**config.mk**
```make
export PLATFORM = sky130hd
export DESIGN_NAME = sonic_display
export DESIGN_NICKNAME = d
export VERILOG_FILES = /design/src/rtl/sonic_display.sv
export SDC_FILE = /design/constraint.sdc
export NUM_CORES = 1
export LEC_CHECK = 0
export ABC_AREA = 1
export BUFFER_PORTS_ARGS = -buffer_cell sky130_fd_sc_hd__buf_2
export CAP_MARGIN = 30
export CORE_MARGIN = 5
export CORE_UTILIZATION = 30
export DETAILED_ROUTE_END_ITERATION = 7
export PLACE_DENSITY = 0.49
export SYNTH_ARGS = -nofsm -noshare
export SYNTH_HDL_FRONTEND = slang
export SYNTH_SLANG_ARGS = --single-unit
```
**constraint.sdc**
```tcl
create_clock -name clk -period 3.6 [get_ports clk]
set_clock_uncertainty 0.2 [all_clocks]
set_input_delay 1.08 -clock clk [delete_from_list [all_inputs] [get_ports clk]]
set_output_delay 1.08 -clock clk [all_outputs]
set_load 0.005 [all_outputs]
```
**src/rtl/sonic_display.sv**
```systemverilog
// Multiplexed 4-digit common-anode display for ranger BCD digits, with near-alarm blink and 'n' marker.
// Optional piezo tone while near and lit when NEAR_BUZZER_EN is defined; otherwise buzzer is tied low.
module sonic_display #(
    parameter int SCAN_DIV  = 50000,
    parameter int BLINK_DIV = 12500000,
    parameter int TONE_DIV  = 25000
) (
    input  logic       clk,
    input  logic       rst,
    input  logic [3:0] num0,
    input  logic [3:0] num1,
    input  logic       near,
    output logic [7:0] seg,
    output logic [3:0] an,
    output logic       buzzer
);

    localparam int SCAN_W  = (SCAN_DIV  > 1) ? $clog2(SCAN_DIV)  : 1;
    localparam int BLINK_W = (BLINK_DIV > 1) ? $clog2(BLINK_DIV) : 1;
    localparam int TONE_W  = (TONE_DIV  > 1) ? $clog2(TONE_DIV)  : 1;

    localparam logic [7:0] SEG_BLANK = 8'hFF;
    localparam logic [7:0] SEG_DASH  = 8'hBF;
    localparam logic [7:0] SEG_N     = 8'hAB;

    if (SCAN_DIV < 1 || BLINK_DIV < 1 || TONE_DIV < 1) begin : g_param_check
        $error("sonic_display: dividers must be at least 1");
    end

    logic [SCAN_W-1:0]  scan_cnt;
    logic [1:0]         idx;
    logic [BLINK_W-1:0] blink_cnt, blink_cnt_n;
    logic               phase, phase_n;
    logic [3:0]         s0, s1;
    logic               near_s;

    logic               tick, wrap, lit;
    logic [1:0]         idx_n;
    logic [3:0]         s0_n, s1_n;
    logic               near_n;
    logic [7:0]         slot_seg;

    function automatic logic [7:0] glyph(input logic [3:0] d);
        case (d)
            4'd0:    glyph = 8'hC0;
            4'd1:    glyph = 8'hF9;
            4'd2:    glyph = 8'hA4;
            4'd3:    glyph = 8'hB0;
            4'd4:    glyph = 8'h99;
            4'd5:    glyph = 8'h92;
            4'd6:    glyph = 8'h82;
            4'd7:    glyph = 8'hF8;
            4'd8:    glyph = 8'h80;
            4'd9:    glyph = 8'h90;
            4'd12:   glyph = SEG_DASH;
            default: glyph = SEG_BLANK;
        endcase
    endfunction

    assign tick   = (scan_cnt == SCAN_W'(SCAN_DIV - 1));
    assign wrap   = tick && (idx == 2'd3);
    assign idx_n  = idx + 2'd1;
    assign s0_n   = wrap ? num0 : s0;
    assign s1_n   = wrap ? num1 : s1;
    assign near_n = wrap ? near : near_s;

    always_comb begin
        blink_cnt_n = blink_cnt + BLINK_W'(1);
        phase_n     = phase;
        if (!near_s) begin
            blink_cnt_n = '0;
            phase_n     = 1'b1;
        end else if (blink_cnt == BLINK_W'(BLINK_DIV - 1)) begin
            blink_cnt_n = '0;
            phase_n     = ~phase;
        end
    end

    // The slot being latched sees this edge's capture and blink toggle, and a dropped alarm shows steady digits at once.
    assign lit = !near_n || phase_n;

    always_comb begin
        slot_seg = SEG_BLANK;
        case (idx_n)
            2'd0: slot_seg = lit ? glyph(s0_n) : SEG_BLANK;
            2'd1: slot_seg = (lit && !(s1_n == 4'd0 && s0_n <= 4'd9)) ? glyph(s1_n) : SEG_BLANK;
            2'd2: slot_seg = SEG_BLANK;
            2'd3: slot_seg = near_n ? SEG_N : SEG_BLANK;
        endcase
    end

    always_ff @(posedge clk or posedge rst) begin
        if (rst) begin
            scan_cnt  <= '0;
            idx       <= 2'd3;
            blink_cnt <= '0;
            phase     <= 1'b1;
            s0        <= 4'd12;
            s1        <= 4'd12;
            near_s    <= 1'b0;
            seg       <= SEG_BLANK;
            an        <= 4'b1111;
        end else begin
            scan_cnt  <= tick ? '0 : scan_cnt + SCAN_W'(1);
            blink_cnt <= blink_cnt_n;
            phase     <= phase_n;
            s0        <= s0_n;
            s1        <= s1_n;
            near_s    <= near_n;
            if (tick) begin
                idx <= idx_n;
                seg <= slot_seg;
                an  <= ~(4'b0001 << idx_n);
            end
        end
    end

`ifdef NEAR_BUZZER_EN
    logic [TONE_W-1:0] tone_cnt;

    always_ff @(posedge clk or posedge rst) begin
        if (rst) begin
            tone_cnt <= '0;
            buzzer   <= 1'b0;
        end else if (near_s && phase) begin
            if (tone_cnt == TONE_W'(TONE_DIV - 1)) begin
                tone_cnt <= '0;
                buzzer   <= ~buzzer;
            end else begin
                tone_cnt <= tone_cnt + TONE_W'(1);
            end
        end else begin
            tone_cnt <= '0;
            buzzer   <= 1'b0;
        end
    end
`else
    localparam int TONE_UNBUILT = TONE_W;
    assign buzzer = (TONE_UNBUILT < 0);
`endif

endmodule

```
==> run metrics <==
first-pass GRT wire length 14.4 mm; syn avg cell area 7.87 sq um; top cell type by total area after synthesis dfrtp_1; Worst Hold Depth 2; flop and latch count out of synthesis 63; synth cell count leaders 113 x nand2_1, 65 x inv_1, 51 x nor2_1; RR Endpoint seg[2]; reg2reg setup slack 0.74 ns; hpwl dp around 6 mm; fillcell total ~1.3k; most common cell in the synthesized netlist nand2_1; Worst R2R Start scan_cnt[0]; post-cts resize count 0; Crit Path Class reg2reg; GRT overflow 0; HP Start seg[4]; critical path endpoint category flop; Die Y 121 um; pin count of the biggest net entering global routing 26; hold buffers post-CTS 0; Unique masters post-synth 39; CTS root buf clkbuf_16; RSZ-0062 raised after global routing false; yosys warns 0; Mapped Cells 469; Netlist Area Pre-Place roughly 0.0037 sq mm; R2R depth 16; die footprint 0.0146 sq mm; total of max-cap violations 0; Die Wd 121 um; synth top area cells dfrtp_1 30%, dfstp_2 13%, nand2_1 11%; Worst slew margin 63.8%; Post-DRT Antenna Nets 0; CTS Buf Count 9; Clock H-tree levels 3; NumNets Final 524; Setup Total Neg Slack 0 ns; Final Hold Viols 0; final WL 8.15 mm; leakage 2.10 nW; Period Utilization, post-route about four fifths; core area 0.0121 sq mm; layout cells sized above 1 17.3%; initial DRC count 165; async set-reset flop share out of synthesis 100%; Worst Hold End seg[4]; Worst Max-Slew Pin Slew 0.542 ns; diode count 0; antenna violations before repair 0; Worst Path Max Fanout 14; Hold Crit Class reg2reg; clock sink count 63; Largest stage delay, worst path around 0.37 ns; Placed Cells 654; First-pass DRT Iterations 4; critical path required time 3.66 ns; starting density of the core between 30% and 40%; postcts setup bufs 0; Top cell by count, worst path nand2_1; number of I/O pins 24; final slew viol count 0; clock slew at reported path FFs 0.06 ns; crit path cell chain ha_1 > nand3_2 > nor2_4 > nand3_4 > or2_0 > o21ai_2 > inv_1 > ha_1 > nand3_1 > nand3_2 > nand2_2 > nand2_4 > o21bai_2 > nand2_1 > nand2_1 > nand2_1; GRT Overall Usage 12.2%; worst skew pair latency 0.33 ns; Post-synth EDFFs 0; critical path's slowest cell dfrtp_1; syn nets 496; Worst Path Arrival approximately 2.9 ns; Seq/Total Area, Yosys a little over two fifths; Area Overhead vs Synth 16.7%; worst-case clock buffer depth 2; area share of the largest cell type after synthesis a little under a third; WL/cell 12.2 um; Layout Cells excl Fill 670; CTS tree done; Peak VDD IR 0.199 mV; status completed; Max Clk Rate 350 MHz; final instance area approximately 0.0043 sq mm; Worst Hold Slack 0.267 ns; Synth Flop Type dfrtp_1; port bufs 21; Cell Rows 40; vias in the first global route 3,095; vias per cell 4.60; total number of vias 3,081; Setup-failing EPs final 0; DP Area 0.00399 sq mm; CP Launch Type flop; drt drc 0; Tmin final 2.86 ns; GP Congestion 0.814; Cell Pwr Density between 300 and 400 mW/mm^2
cell families after synthesis:
group	count (synthesis)	share of synthesized area, %
buffers and inverters	78	8.34
other	2	0.203
adders and majority gates	16	5.42
and+or+nand+nor	244	30.8
xor gates and xnor gates	10	2.37
AOI/OAI and AO/OA	56	9.59
DFF	63	43.3
report_power, final:
| group | total, W | internal [W] | switching [W] |
|---|---|---|---|
| clock | 0.000936 | 0.000607 | 0.000330 |
| sequential | 0.000709 | 0.000709 | 0 |
| combinational | 0.0000238 | 0.00000577 | 0.0000180 |
cells in the final DEF (no fill, tap or decap), types with 9 or more instances in the layout:
master	instances
inv_1	64
o21ai_0	16
clkbuf_16	9
ha_1	16
a21oi_1	18
dfrtp_1	45
nor2_1	51
nand4_1	19
nand2_1	113
buf_2	21
dfstp_2	18
nand3_1	28
xor2_1	9
routing by layer:
metal	vias to the layer above	track usage, %	part of all wire [%]	wire length [um]
met1	1455	15.0	46	3790
met4	0	3.82	1.4	116
li1	1563	-	-	-
met5	-	0	0	0
met3	8	3.08	3.6	293
met2	55	20.8	48	3950
area by class of cell:
| class | instances | area, sq um | area share (%) |
|---|---|---|---|
| Sequential cell | 63 | 1600 | 37.1 |
| Tap cell | 168 | 210 | 4.88 |
| Multi-Input combinational cell | 328 | 1790 | 41.4 |
| Clock inverter | 7 | 96.3 | 2.24 |
| Timing Repair Buffer | 24 | 128 | 2.96 |
| Inverter | 71 | 267 | 6.18 |
| Clock buffer | 9 | 225 | 5.22 |
how the worst max path moves through the flow:
| stage | startpoint | endpoint | slack [ns] |
|---|---|---|---|
| global placement | num1[0] | seg[3] | 0.85 |
| CTS | scan_cnt[0] | seg[2] | 0.72 |
| detailed placement | scan_cnt[0] | seg[2] | 0.75 |
| global route | scan_cnt[0] | seg[1] | 0.48 |
| floorplan | rst | blink_cnt[0] | 0.78 |
| finish | scan_cnt[0] | seg[2] | 0.74 |
stage by stage:
step / setup WS, ns / utilization (%) / power [W]
6_report: 0.743 / 35.7 / 0.00167
5_1_grt: 0.475 / 35.7 / 0.00173
4_1_cts: 0.723 / 35.7 / 0.00170
3_5_place_dp: 0.755 / 33.1 / 0.000747
3_3_place_gp: 0.848 / 33.1 / 0.000746
2_1_floorplan: 0.780 / - / 0.000735
sequential cells by signal (all words and copies together), names as in the netlist:
signal     count
an             4
blink_cnt     24
idx            2
near_s         1
phase          1
s0             4
s1             4
scan_cnt      16
seg            7
worst max-delay path, delay by kind of cell, from the launching register on:
| kind | cells | cell delay [ns] |
|---|---|---|
| fa+ha+maj | 2 | 0.46 |
| simple gates | 11 | 1.42 |
| buf+inv | 1 | 0.11 |
| compound gates | 2 | 0.23 |
| flops | 1 | 0.37 |
(Power assumes the default switching activity.)
